`config.mk`:
```
export PLATFORM = sky130hd
export DESIGN_NAME = rx_arbiter
export DESIGN_NICKNAME = d
export VERILOG_FILES = /design/src/rtl/rx_arbiter.sv
export SDC_FILE = /design/constraint.sdc
export NUM_CORES = 1
export LEC_CHECK = 0
export CAP_MARGIN = 15
export CORE_MARGIN = 1.5
export CORE_UTILIZATION = 30
export DETAILED_ROUTE_END_ITERATION = 6
export GPL_TIMING_DRIVEN = 0
export SETUP_SLACK_MARGIN = 0.3
export SYNTH_ARGS = -nofsm -noshare
export SYNTH_HDL_FRONTEND = slang
export SYNTH_SLANG_ARGS = --single-unit
```
`constraint.sdc`:
```
create_clock -name clk -period 13.3 [get_ports clk]
set_input_delay 2.66 -clock clk [delete_from_list [all_inputs] [get_ports clk]]
set_output_delay 2.66 -clock clk [all_outputs]
set_load 0.1 [all_outputs]
```
`src/rtl/rx_arbiter.sv`:
```
// rx_arbiter: merges PORT_COUNT 2-phase req/ack rx channels into one fifo push port.
// At most one grant per cycle, gated by fifo_full; the flit, write strobe and ack
// toggle all become visible right after the granting edge.
// Optional build macro: RX_ARBITER_FIXED_PRIORITY_EN
//   defined   -> fixed priority, lowest pending index wins, rr pointer pinned at 0
//   undefined -> round-robin starting at the channel after the last one served
// PORT_BITS must satisfy 2**PORT_BITS >= PORT_COUNT.
module rx_arbiter #(
  parameter int ID         = -1,
  parameter int SIZE       = 8,
  parameter int PORT_COUNT = 5,
  parameter int PORT_BITS  = 4
) (
  input  logic                       clk,
  input  logic                       reset,
  input  logic [PORT_COUNT-1:0]      fifo_push_req,
  output logic [PORT_COUNT-1:0]      fifo_push_ack,
  input  logic [PORT_COUNT*SIZE-1:0] fifo_push_data,
  output logic                       fifo_write,
  input  logic                       fifo_full,
  output logic [SIZE-1:0]            fifo_item_in,
  output logic [PORT_BITS-1:0]       grant_port
);

  // Distances are computed one bit wider so k + PORT_COUNT - ptr cannot overflow.
  localparam logic [PORT_BITS:0] LP_COUNT = (PORT_BITS+1)'(PORT_COUNT);
  localparam logic [PORT_BITS:0] LP_LAST  = (PORT_BITS+1)'(PORT_COUNT - 1);

  logic [PORT_COUNT-1:0] r_ack;
  logic                  r_write;
  logic [SIZE-1:0]       r_item;
  logic [PORT_BITS-1:0]  r_port;
  logic [PORT_BITS-1:0]  r_rr_ptr;

  logic [PORT_COUNT-1:0] w_pending;
  logic [PORT_COUNT-1:0] w_sel_onehot;
  logic                  w_found;
  logic                  w_grant;
  logic [PORT_BITS-1:0]  w_gnt;
  logic [SIZE-1:0]       w_gnt_data;
  logic [PORT_BITS:0]    w_ptr_ext;
  logic [PORT_BITS:0]    w_best_dist;
  logic [PORT_BITS:0]    w_dist;
  logic [PORT_BITS:0]    w_k;

  // ID only labels debug output in simulation models; keep it referenced.
  logic w_unused_id;
  assign w_unused_id = (ID < 0);

  // A channel is pending while its req and ack disagree.
  assign w_pending = fifo_push_req ^ r_ack;
  assign w_ptr_ext = {1'b0, r_rr_ptr};
  assign w_grant   = w_found && !fifo_full;

  // Pick the pending channel closest to rr_ptr in circular search order.
  always_comb begin
    w_found     = 1'b0;
    w_gnt       = '0;
    w_gnt_data  = '0;
    w_best_dist = LP_COUNT;
    w_k         = '0;
    w_dist      = '0;
    for (int k = 0; k < PORT_COUNT; k++) begin
      w_k    = (PORT_BITS+1)'(k);
      w_dist = (w_k >= w_ptr_ext) ? (w_k - w_ptr_ext) : (w_k + LP_COUNT - w_ptr_ext);
      if (w_pending[k] && (w_dist < w_best_dist)) begin
        w_found     = 1'b1;
        w_best_dist = w_dist;
        w_gnt       = PORT_BITS'(k);
        w_gnt_data  = fifo_push_data[SIZE*k +: SIZE];
      end
    end
  end

  // Per-channel ack: toggles exactly on the edge that serves that channel.
  generate
    for (genvar gi = 0; gi < PORT_COUNT; gi++) begin : g_ack
      assign w_sel_onehot[gi] = w_grant && (w_gnt == PORT_BITS'(gi));

      // Flip this channel's ack when it is granted, clearing its pending bit.
      always_ff @(posedge clk or negedge reset) begin
        if (!reset) begin
          r_ack[gi] <= 1'b0;
        end else if (w_sel_onehot[gi]) begin
          r_ack[gi] <= ~r_ack[gi];
        end
      end
    end
  endgenerate

  // Fifo push side: strobe for one cycle per grant, hold flit and port otherwise.
  always_ff @(posedge clk or negedge reset) begin
    if (!reset) begin
      r_write <= 1'b0;
      r_item  <= '0;
      r_port  <= '0;
    end else begin
      r_write <= w_grant;
      if (w_grant) begin
        r_item <= w_gnt_data;
        r_port <= w_gnt;
      end
    end
  end

`ifdef RX_ARBITER_FIXED_PRIORITY_EN
  // Fixed priority: the search always starts at channel 0.
  always_ff @(posedge clk or negedge reset) begin
    if (!reset) begin
      r_rr_ptr <= '0;
    end else begin
      r_rr_ptr <= '0;
    end
  end
`else
  // Round-robin: next search starts just after the channel served, wrapping at the last port.
  always_ff @(posedge clk or negedge reset) begin
    if (!reset) begin
      r_rr_ptr <= '0;
    end else if (w_grant) begin
      r_rr_ptr <= ({1'b0, w_gnt} == LP_LAST) ? '0 : (w_gnt + 1'b1);
    end
  end
`endif

  assign fifo_push_ack = r_ack;
  assign fifo_write    = r_write;
  assign fifo_item_in  = r_item;
  assign grant_port    = r_port;

endmodule

```
; After elaboration in Yosys (flattened, before gate mapping)
; Index checks and enable logic that the tools add are counted.
[word_totals]
ff_bits = 22
word_cells = 77
out_inout_bits = 18
[classes]
n_lt_le_gt_ge = 10
n_bitwise = 6
n_addsub = 11
mux = 24
reduce_logical = 13
n_eq_ne = 4
[ops]
columns = cell, n
row1 = 5-bit 2-to-1 mux, 9
row2 = 8-bit 2-to-1 mux, 5
row3 = 5-bit < comparator, 4
row4 = 3-bit by 4-bit subtractor with 5-bit output (first input constant), 4
row5 = 4-bit 2-to-1 mux, 3
row6 = 1-bit logical AND, 11
row7 = 1-bit by 4-bit subtractor with 5-bit output (first input constant), 2
row8 = 2-bit by 4-bit subtractor with 5-bit output (first input constant), 2
row9 = 4-bit by 4-bit subtractor with 5-bit output (first input constant), 2
row10 = 4-bit by 2-bit == test with 1-bit output (second input constant), 2
row11 = 1-bit by 4-bit greater-or-equal comparator with 1-bit output (first input constant), 2
row12 = 2-bit by 4-bit greater-or-equal comparator with 1-bit output (first input constant), 2
row13 = 1-bit 2-to-1 mux, 6
row14 = 5-bit by 3-bit < comparator with 1-bit output (second input constant), 1
row15 = 1-bit NOT, 5
row16 = 5-bit bitwise XOR, 1
row17 = 4-bit by 1-bit adder with 4-bit output (second input constant), 1
row18 = 4-bit by 1-bit == test with 1-bit output (second input constant), 1
row19 = 4-bit by 3-bit == test with 1-bit output (second input constant), 1
row20 = 3-bit by 4-bit greater-or-equal comparator with 1-bit output (first input constant), 1
row21 = 4-bit zero test, 1
row22 = 2-bit 2-to-1 mux, 1
row23 = 1-bit zero test, 1

; Logic depth before layout (Yosys ltp)
; Gate-level depths: netlist (run 1).
[logic_depth]
ltp_word = 19
depth_mapped = 47

; Worst setup path before layout (run 1)
; OpenSTA, ideal clock, no wires.
[synth_path]
path_kind = input to register
startpoint = in fifo_push_req[0]
endpoint = reg r_ack[3] (netlist: fifo_push_ack[3])
setup_slack_ps = 3256
stages = 40
path_buffers = 5
arrival_ps = 9885
cell_sequence = xor2_1 -> o21ai_1 -> nor3_1 -> nand3_1 -> ha_1 -> nor2_1 -> o21ai_0 -> a21oi_1 -> a211oi_4 -> clkbuf_1 -> a211o_1 -> ha_1 -> nand2b_1 -> o21bai_2 -> and4bb_1 -> or3_1 -> buf_6 -> clkbuf_1 -> [... 4 more ...] -> o211ai_1 -> a41oi_1 -> a21oi_1 -> inv_1 -> mux2_2 -> buf_2 -> o21a_1 -> ha_1 -> a21oi_1 -> o21ai_0 -> a211oi_1 -> o211ai_4 -> buf_6 -> and2_1 -> ha_1 -> ha_1 -> nand2_1 -> xnor2_1
[synth_between]
elab_chain_len = 17
[synth_rtl]
columns = element, line_no
row1 = "start, declared", 16  ; input logic [PORT_COUNT-1:0] fifo_push_req,
row2 = 5-bit bitwise XOR *, 51  ; assign w_pending = fifo_push_req ^ r_ack;
row3 = 1-bit logical AND *, 66  ; if (w_pending[k] && (w_dist < w_best_dist)) begin
row4 = 5-bit 2-to-1 mux, 66
row5 = 5-bit < comparator, 66
row6 = 1-bit logical AND, 66
row7 = 5-bit 2-to-1 mux, 66
row8 = 5-bit < comparator, 66
row9 = 1-bit logical AND, 66
row10 = 5-bit 2-to-1 mux, 66
row11 = 5-bit < comparator, 66
row12 = 1-bit logical AND, 66
row13 = 5-bit 2-to-1 mux, 66
row14 = 5-bit < comparator, 66
row15 = 1-bit logical AND, 66
row16 = 4-bit 2-to-1 mux or 1-bit 2-to-1 mux (tied branches), 66
row17 = 4-bit by 2-bit == test with 1-bit output or 1-bit logical AND (tied branches), "78, 53"
row18 = 1-bit logical AND *, 78  ; assign w_sel_onehot[gi] = w_grant && (w_gnt == PORT_BITS'(gi));
row19 = "end signal, assigned by index", 85  ; r_ack[gi] <= ~r_ack[gi];
row20 = "end, declared", 29  ; logic [PORT_COUNT-1:0] r_ack;
; Mark *: on every way between the ends. The rest lies on a longest branch, timed or not.
; A chain may end at the register's enable or synchronous reset.

; Worst setup path in the final report (run 1)
[layout_path]
startpoint = in fifo_push_req[0]
endpoint = reg r_rr_ptr[2]
[layout_between]
elab_chain_len = 17
[layout_rtl]
columns = element, line_no
row1 = 5-bit bitwise XOR *, 51
row2 = 1-bit logical AND *, 66
row3 = 5-bit 2-to-1 mux *, 66
row4 = 5-bit < comparator, 66
row5 = 1-bit logical AND, 66
row6 = 5-bit 2-to-1 mux *, 66
row7 = 5-bit < comparator, 66
row8 = 1-bit logical AND, 66
row9 = [... 2 more ...], -
row10 = 1-bit logical AND, 66
row11 = 5-bit 2-to-1 mux, 66
row12 = 5-bit < comparator, 66
row13 = 1-bit logical AND, 66
row14 = 4-bit 2-to-1 mux *, 66
row15 = net w_gnt[1], 39  ; logic [PORT_BITS-1:0] w_gnt;
row16 = 4-bit by 1-bit adder with 4-bit output or 4-bit by 3-bit == test with 1-bit output (tied branches), 121  ; r_rr_ptr <= ({1'b0, w_gnt} == LP_LAST) ? '0 : (w_gnt + 1'b1);
row17 = 4-bit 2-to-1 mux *, 121
row18 = "end signal, assigned", 121
row19 = "end, declared", 33  ; logic [PORT_BITS-1:0] r_rr_ptr;
; Mark *: on every way through the listed nets, which the timed path passes. The rest lies on a longest branch.

==> results of run 1 <==
through the flow:
step | setup WS (ns) | util (%)
global placement | 1.20 | 40.6
finish | 1.25 | 41.2
CTS | 1.27 | 41.2
floorplan | 3.26 | -
detailed placement | 1.02 | 40.7
global route | 0.527 | 41.2
layout make-up:
cell class                 count  area, um^2
multi-input combinational    261        1910
buffer                        19         110
clock inverter                 1        5.00
fill                         865        4880
inverter                      12        45.0
sequential                    21         526
tap                          105         131
clock buffer                   3        41.3
timing repair buffer          65         648
logic make-up (layout without fill, tap and decap cells):
logic type      Yosys count  after routing  share of synthesized area (%)
simple gates             90             90                           18.0
mux                      13             13                           5.46
flops                    21             21                           20.3
other cells               2              3                          0.290
fa+ha+maj                32             32                           15.4
compound gates          101            101                           27.2
xor+xnor                 22             22                           7.44
buf+inv                  31            100                           5.99
state kept, by name, summed over array words and instances, names as in the netlist:
signal         count
fifo_write         1
fifo_item_in       8
grant_port         3
fifo_push_ack      5
r_rr_ptr           4
placed cells by master, fill, tap and decap left out, types with 13 or more instances in the layout:
master	instances
a21oi_1	16
a31oi_1	27
clkdlybuf4s50_1	64
dfrtp_1	21
ha_1	31
nand2_1	23
nor2_1	14
nor2b_1	15
nor3_1	13
xnor2_1	17
metal layers:
metal	up-vias	track usage, %	wire length [um]
met2	93	31.8	3860
met4	0	2.21	63
li1	1308	-	-
met3	6	4.03	573
met1	1268	23.1	3580
met5	-	0	0
critical path: cells and delay by family:
family          cells  cell delay (ns)
compound gates     17             4.01
buf+inv             7             1.88
fa+ha+maj           6             1.60
simple gates        8             1.52
mux                 1             0.33
xor+xnor            1             0.18
how the worst min path moves through the flow:
| stage | cells after the start | start | end | slack [ns] |
|---|---|---|---|---|
| 3_5_place_dp | 1 | grant_port[1] | grant_port[1] | 0.49 |
| 6_report | 1 | grant_port[1] | grant_port[1] | 0.51 |
| 5_1_grt | 1 | grant_port[1] | grant_port[1] | 0.52 |
| 4_1_cts | 1 | grant_port[1] | grant_port[1] | 0.51 |
| 2_1_floorplan | 3 | r_rr_ptr[3] | r_rr_ptr[3] | 0.69 |
| 3_3_place_gp | 1 | grant_port[1] | grant_port[1] | 0.49 |
==> results.sh, run 1 <==
export IMPL_synth_edff_count=0
export IMPL_period_needed_ns=12.05
export IMPL_ff2ff_path_depth=43
export IMPL_grt_pass1_vias=2690
export IMPL_gp_congestion=0.897
export IMPL_endpoint_kind="register"
export IMPL_hold_ws_ns=0.508
export IMPL_ff2ff_setup_slack_ns=2.29
export IMPL_fin_crit_sh_pct=90.6
export IMPL_die_area_um2=9200
export IMPL_io_pins=66
export IMPL_dieWidth_um=95.9
export IMPL_route_detailed_drc=0
export IMPL_clkTransAtPathRegs_ns=0.08
export IMPL_setup_worst_path_start="fifo_push_req[0]"
export IMPL_drive_above_1_share_pct=8.64
export IMPL_cp_slowest_cell="a21oi_1"
export IMPL_async_reset_ff_share_pct=100
export IMPL_cts_resized=0
export IMPL_start_util_pct=31.2
export IMPL_relSlewSlack_pct=32.6
export IMPL_die_h_um=95.9
export IMPL_yosys_warnings=0
export IMPL_numCtsBuffers=3
export IMPL_insertion_delay_ns=0.26
export IMPL_timing_fmax_ghz=0.0830
export IMPL_hold_buffers=0
export IMPL_avgSynthCellArea_um2=8.31
export IMPL_tns_ns=0
export IMPL_coreArea_um2=8300
export IMPL_place_inst=483
export IMPL_rsz0062_at_grt="no"
export IMPL_design_area_um2=3420
export IMPL_nets=462
export IMPL_status="completed"
export IMPL_fin_skew_ns=0.00481
export IMPL_clockRootBuffer="clkbuf_8"
export IMPL_cts_tree="built"
export IMPL_required_ns=13.48
export IMPL_routed_via_density=5.49
export IMPL_grt_max_degree=22
export IMPL_synth_top_cell_by_area="dfrtp_1"
export IMPL_htreeDepth=1
export IMPL_area_growth_pct=32.0
export IMPL_port_buffers=64
export IMPL_cap_violations=0
export IMPL_synth_cell_types=56
export IMPL_placed_area_um2=3370
export IMPL_cpPeakStageDelay_ns=0.65
export IMPL_reg2reg_to="r_rr_ptr[2]"
export IMPL_cts_sink_count=21
export IMPL_tightest_slew_ns=1.01
export IMPL_cp_max_fo=10
export IMPL_drv_slew=0
export IMPL_num_rows=33
export IMPL_synth_most_common_cell="ha_1"
export IMPL_ys_top_cells_by_count="ha_1, a31oi_1, nand2_1"
export IMPL_crit_type="in2reg"
export IMPL_ys_seq_elements=21
export IMPL_diodes=0
export IMPL_yosysTopAreaCellShare_pct=20.3
export IMPL_vias=2675
export IMPL_netlist_instances=312
export IMPL_hp_class="reg2reg"
export IMPL_drt_iter0_markers=118
export IMPL_finalHoldViolCount=0
export IMPL_synth_top_cells_by_area="dfrtp_1, ha_1, a31oi_1, xnor2_1, nor2b_1"
export IMPL_synthFlopType="dfrtp_1"
export IMPL_post_cts_setup_buffers=0
export IMPL_synthesis_area_um2=2590
export IMPL_totalWireLength_um=8070
export IMPL_rr_startpoint="r_rr_ptr[1]"
export IMPL_grt_total_usage_pct=18.1
export IMPL_cts_buffer_depth=2
export IMPL_first_pass_iters=4
export IMPL_arrival_ns=12.23
export IMPL_antenna_found_initial=0
export IMPL_globalRoute_totalOverflow=0
export IMPL_cpMostUsedCell="ha_1"
export IMPL_layoutNonFillerInstCount=487
export IMPL_setup_viol=0
export IMPL_ant_nets=0
export IMPL_cp_start_kind="input pin"
export IMPL_setup_worst_path_end="r_rr_ptr[2]"
export IMPL_post_drt_wl_per_cell_um=16.6
export IMPL_yosysSeqAreaShare_pct=20.3
export IMPL_dp_final_hpwl_um=6580
export IMPL_grt_first_pass_wirelength_um=13000
Power of run 1 is left out: the tool's default activity adds up to more than one toggle a clock period on the data nets, which glitch-free logic cannot reach.
==> run 2: changes to the inputs <==
GPL_TIMING_DRIVEN = 1   (was 0)
==> run 2 against run 1 <==
Sequential share of layout area increased by 0.44 points. Via count decreased by 5.7%. Highest routed layer unchanged. Flip-flop and latch count unchanged.
==> results.sh, run 2 (same netlist as run 1, synthesis figures left out) <==
export IMPL_cpPeakStageDelay_ns=0.64
export IMPL_cp_start_kind="input pin"
export IMPL_diodes=0
export IMPL_cp_max_fo=27
export IMPL_gp_congestion=0.841
export IMPL_dieWidth_um=95.9
export IMPL_totalWireLength_um=7630
export IMPL_antenna_found_initial=0
export IMPL_min_delay_start="fifo_push_ack[2]"
export IMPL_htreeDepth=1
export IMPL_vias=2522
export IMPL_cts_buffer_depth=2
export IMPL_place_inst=466
export IMPL_route_detailed_drc=0
export IMPL_io_pins=66
export IMPL_clockRootBuffer="clkbuf_8"
export IMPL_grt_total_usage_pct=17.4
export IMPL_tightest_slew_ns=0.987
export IMPL_drv_slew=0
export IMPL_hp_class="reg2reg"
export IMPL_whs_path_depth=1
export IMPL_fin_util_pct=40.1
export IMPL_cts_tree="built"
export IMPL_relSlewSlack_pct=34.0
export IMPL_numCtsBuffers=3
export IMPL_ff2ff_path_depth=39
export IMPL_cts_sink_count=21
export IMPL_largest_reg_flops=8
export IMPL_status="completed"
export IMPL_globalRoute_totalOverflow=0
export IMPL_tns_ns=0
export IMPL_setup_viol=0
export IMPL_start_util_pct=31.2
export IMPL_grt_first_pass_wirelength_um=12500
export IMPL_finalHoldViolCount=0
export IMPL_routed_via_density=5.37
export IMPL_ant_nets=0
export IMPL_rsz0062_at_grt="no"
export IMPL_area_growth_pct=28.3
export IMPL_ff2ff_setup_slack_ns=2.74
export IMPL_dp_final_hpwl_um=5970
export IMPL_cap_violations=0
export IMPL_coreArea_um2=8300
export IMPL_arrival_ns=11.66
export IMPL_post_drt_wl_per_cell_um=16.2
export IMPL_first_pass_iters=4
export IMPL_crit_type="in2reg"
export IMPL_drt_iter0_markers=115
export IMPL_fin_crit_sh_pct=86.7
export IMPL_fillCellCount=847
export IMPL_die_h_um=95.9
export IMPL_rr_startpoint="r_rr_ptr[2]"
export IMPL_layoutNonFillerInstCount=470
export IMPL_fin_skew_ns=0.0127
export IMPL_reg2reg_to="r_rr_ptr[2]"
export IMPL_final_cell_mix="clkdlybuf4s50_1, ha_1, a31oi_1"
export IMPL_grt_max_degree=28
export IMPL_endpoint_kind="register"
export IMPL_hold_buffers=0
export IMPL_cpMostUsedCell="ha_1"
export IMPL_placed_area_um2=3280
export IMPL_insertion_delay_ns=0.27
export IMPL_design_area_um2=3330
export IMPL_period_needed_ns=11.53
export IMPL_required_ns=13.43
export IMPL_post_cts_setup_buffers=0
export IMPL_cts_resized=0
export IMPL_clkTransAtPathRegs_ns=0.08
export IMPL_nets=445
export IMPL_port_buffers=64
export IMPL_timing_fmax_ghz=0.0867
export IMPL_cp_slowest_cell="a21oi_1"
export IMPL_drive_above_1_share_pct=6.03
export IMPL_whs_endpoint="fifo_push_ack[2]"
export IMPL_num_rows=33
export IMPL_grt_pass1_vias=2543
export IMPL_final_common_cell="clkdlybuf4s50_1"
export IMPL_die_area_um2=9200
run 2: cell types whose count changed in the layout (fill, tap and decap cells not counted), sizes merged:
cell / before / now
clkbuf: 8 / 3
buf: 15 / 3
run 2: metrics by stage:
stage,hold WS [ns],setup slack [ns]
3_5_place_dp,0.512,1.49
4_1_cts,0.525,1.75
2_1_floorplan,0.688,3.26
5_1_grt,0.535,0.840
3_3_place_gp,0.501,1.88
6_report,0.523,1.77
run 2: cell type report:
type	count	area [um^2]	area share [%]
Tap cell	105	131	3.95
Clock inverter	1	5.00	0.150
Sequential cell	21	526	15.8
Multi-Input combinational cell	261	1910	57.6
Timing Repair Buffer	67	663	19.9
Inverter	12	45.0	1.35
Clock buffer	3	41.3	1.24
run 2: worst max path at each step:
| stage | from | end | slack [ns] | depth (start not counted) |
|---|---|---|---|---|
| floorplan | fifo_push_req[0] | fifo_push_ack[3] | 3.26 | 40 |
| CTS | fifo_push_req[0] | r_rr_ptr[2] | 1.75 | 37 |
| detailed placement | fifo_push_req[0] | r_rr_ptr[2] | 1.49 | 37 |
| global route | fifo_push_req[0] | r_rr_ptr[2] | 0.84 | 37 |
| finish | fifo_push_req[0] | r_rr_ptr[2] | 1.77 | 37 |
| global placement | fifo_push_req[0] | r_rr_ptr[2] | 1.88 | 37 |
run 2: worst max-delay path, delay by kind of cell:
kind	cells	cell delay, ns
AOI/OAI and AO/OA	17	4.03
xor gates and xnor gates	1	0.15
adders and majority gates	6	1.61
buffers and inverters	5	1.26
muxes	2	0.80
and+or+nand+nor	6	1.16
run 2: routing by layer:
layer  GRT usage [%]  part of all wire [%]
met1            24.1                    48
met2            28.6                    47
met3            1.58                   4.2
met4            4.66                   1.3
met5               0                     0
Power of run 2 is left out for the same reason.
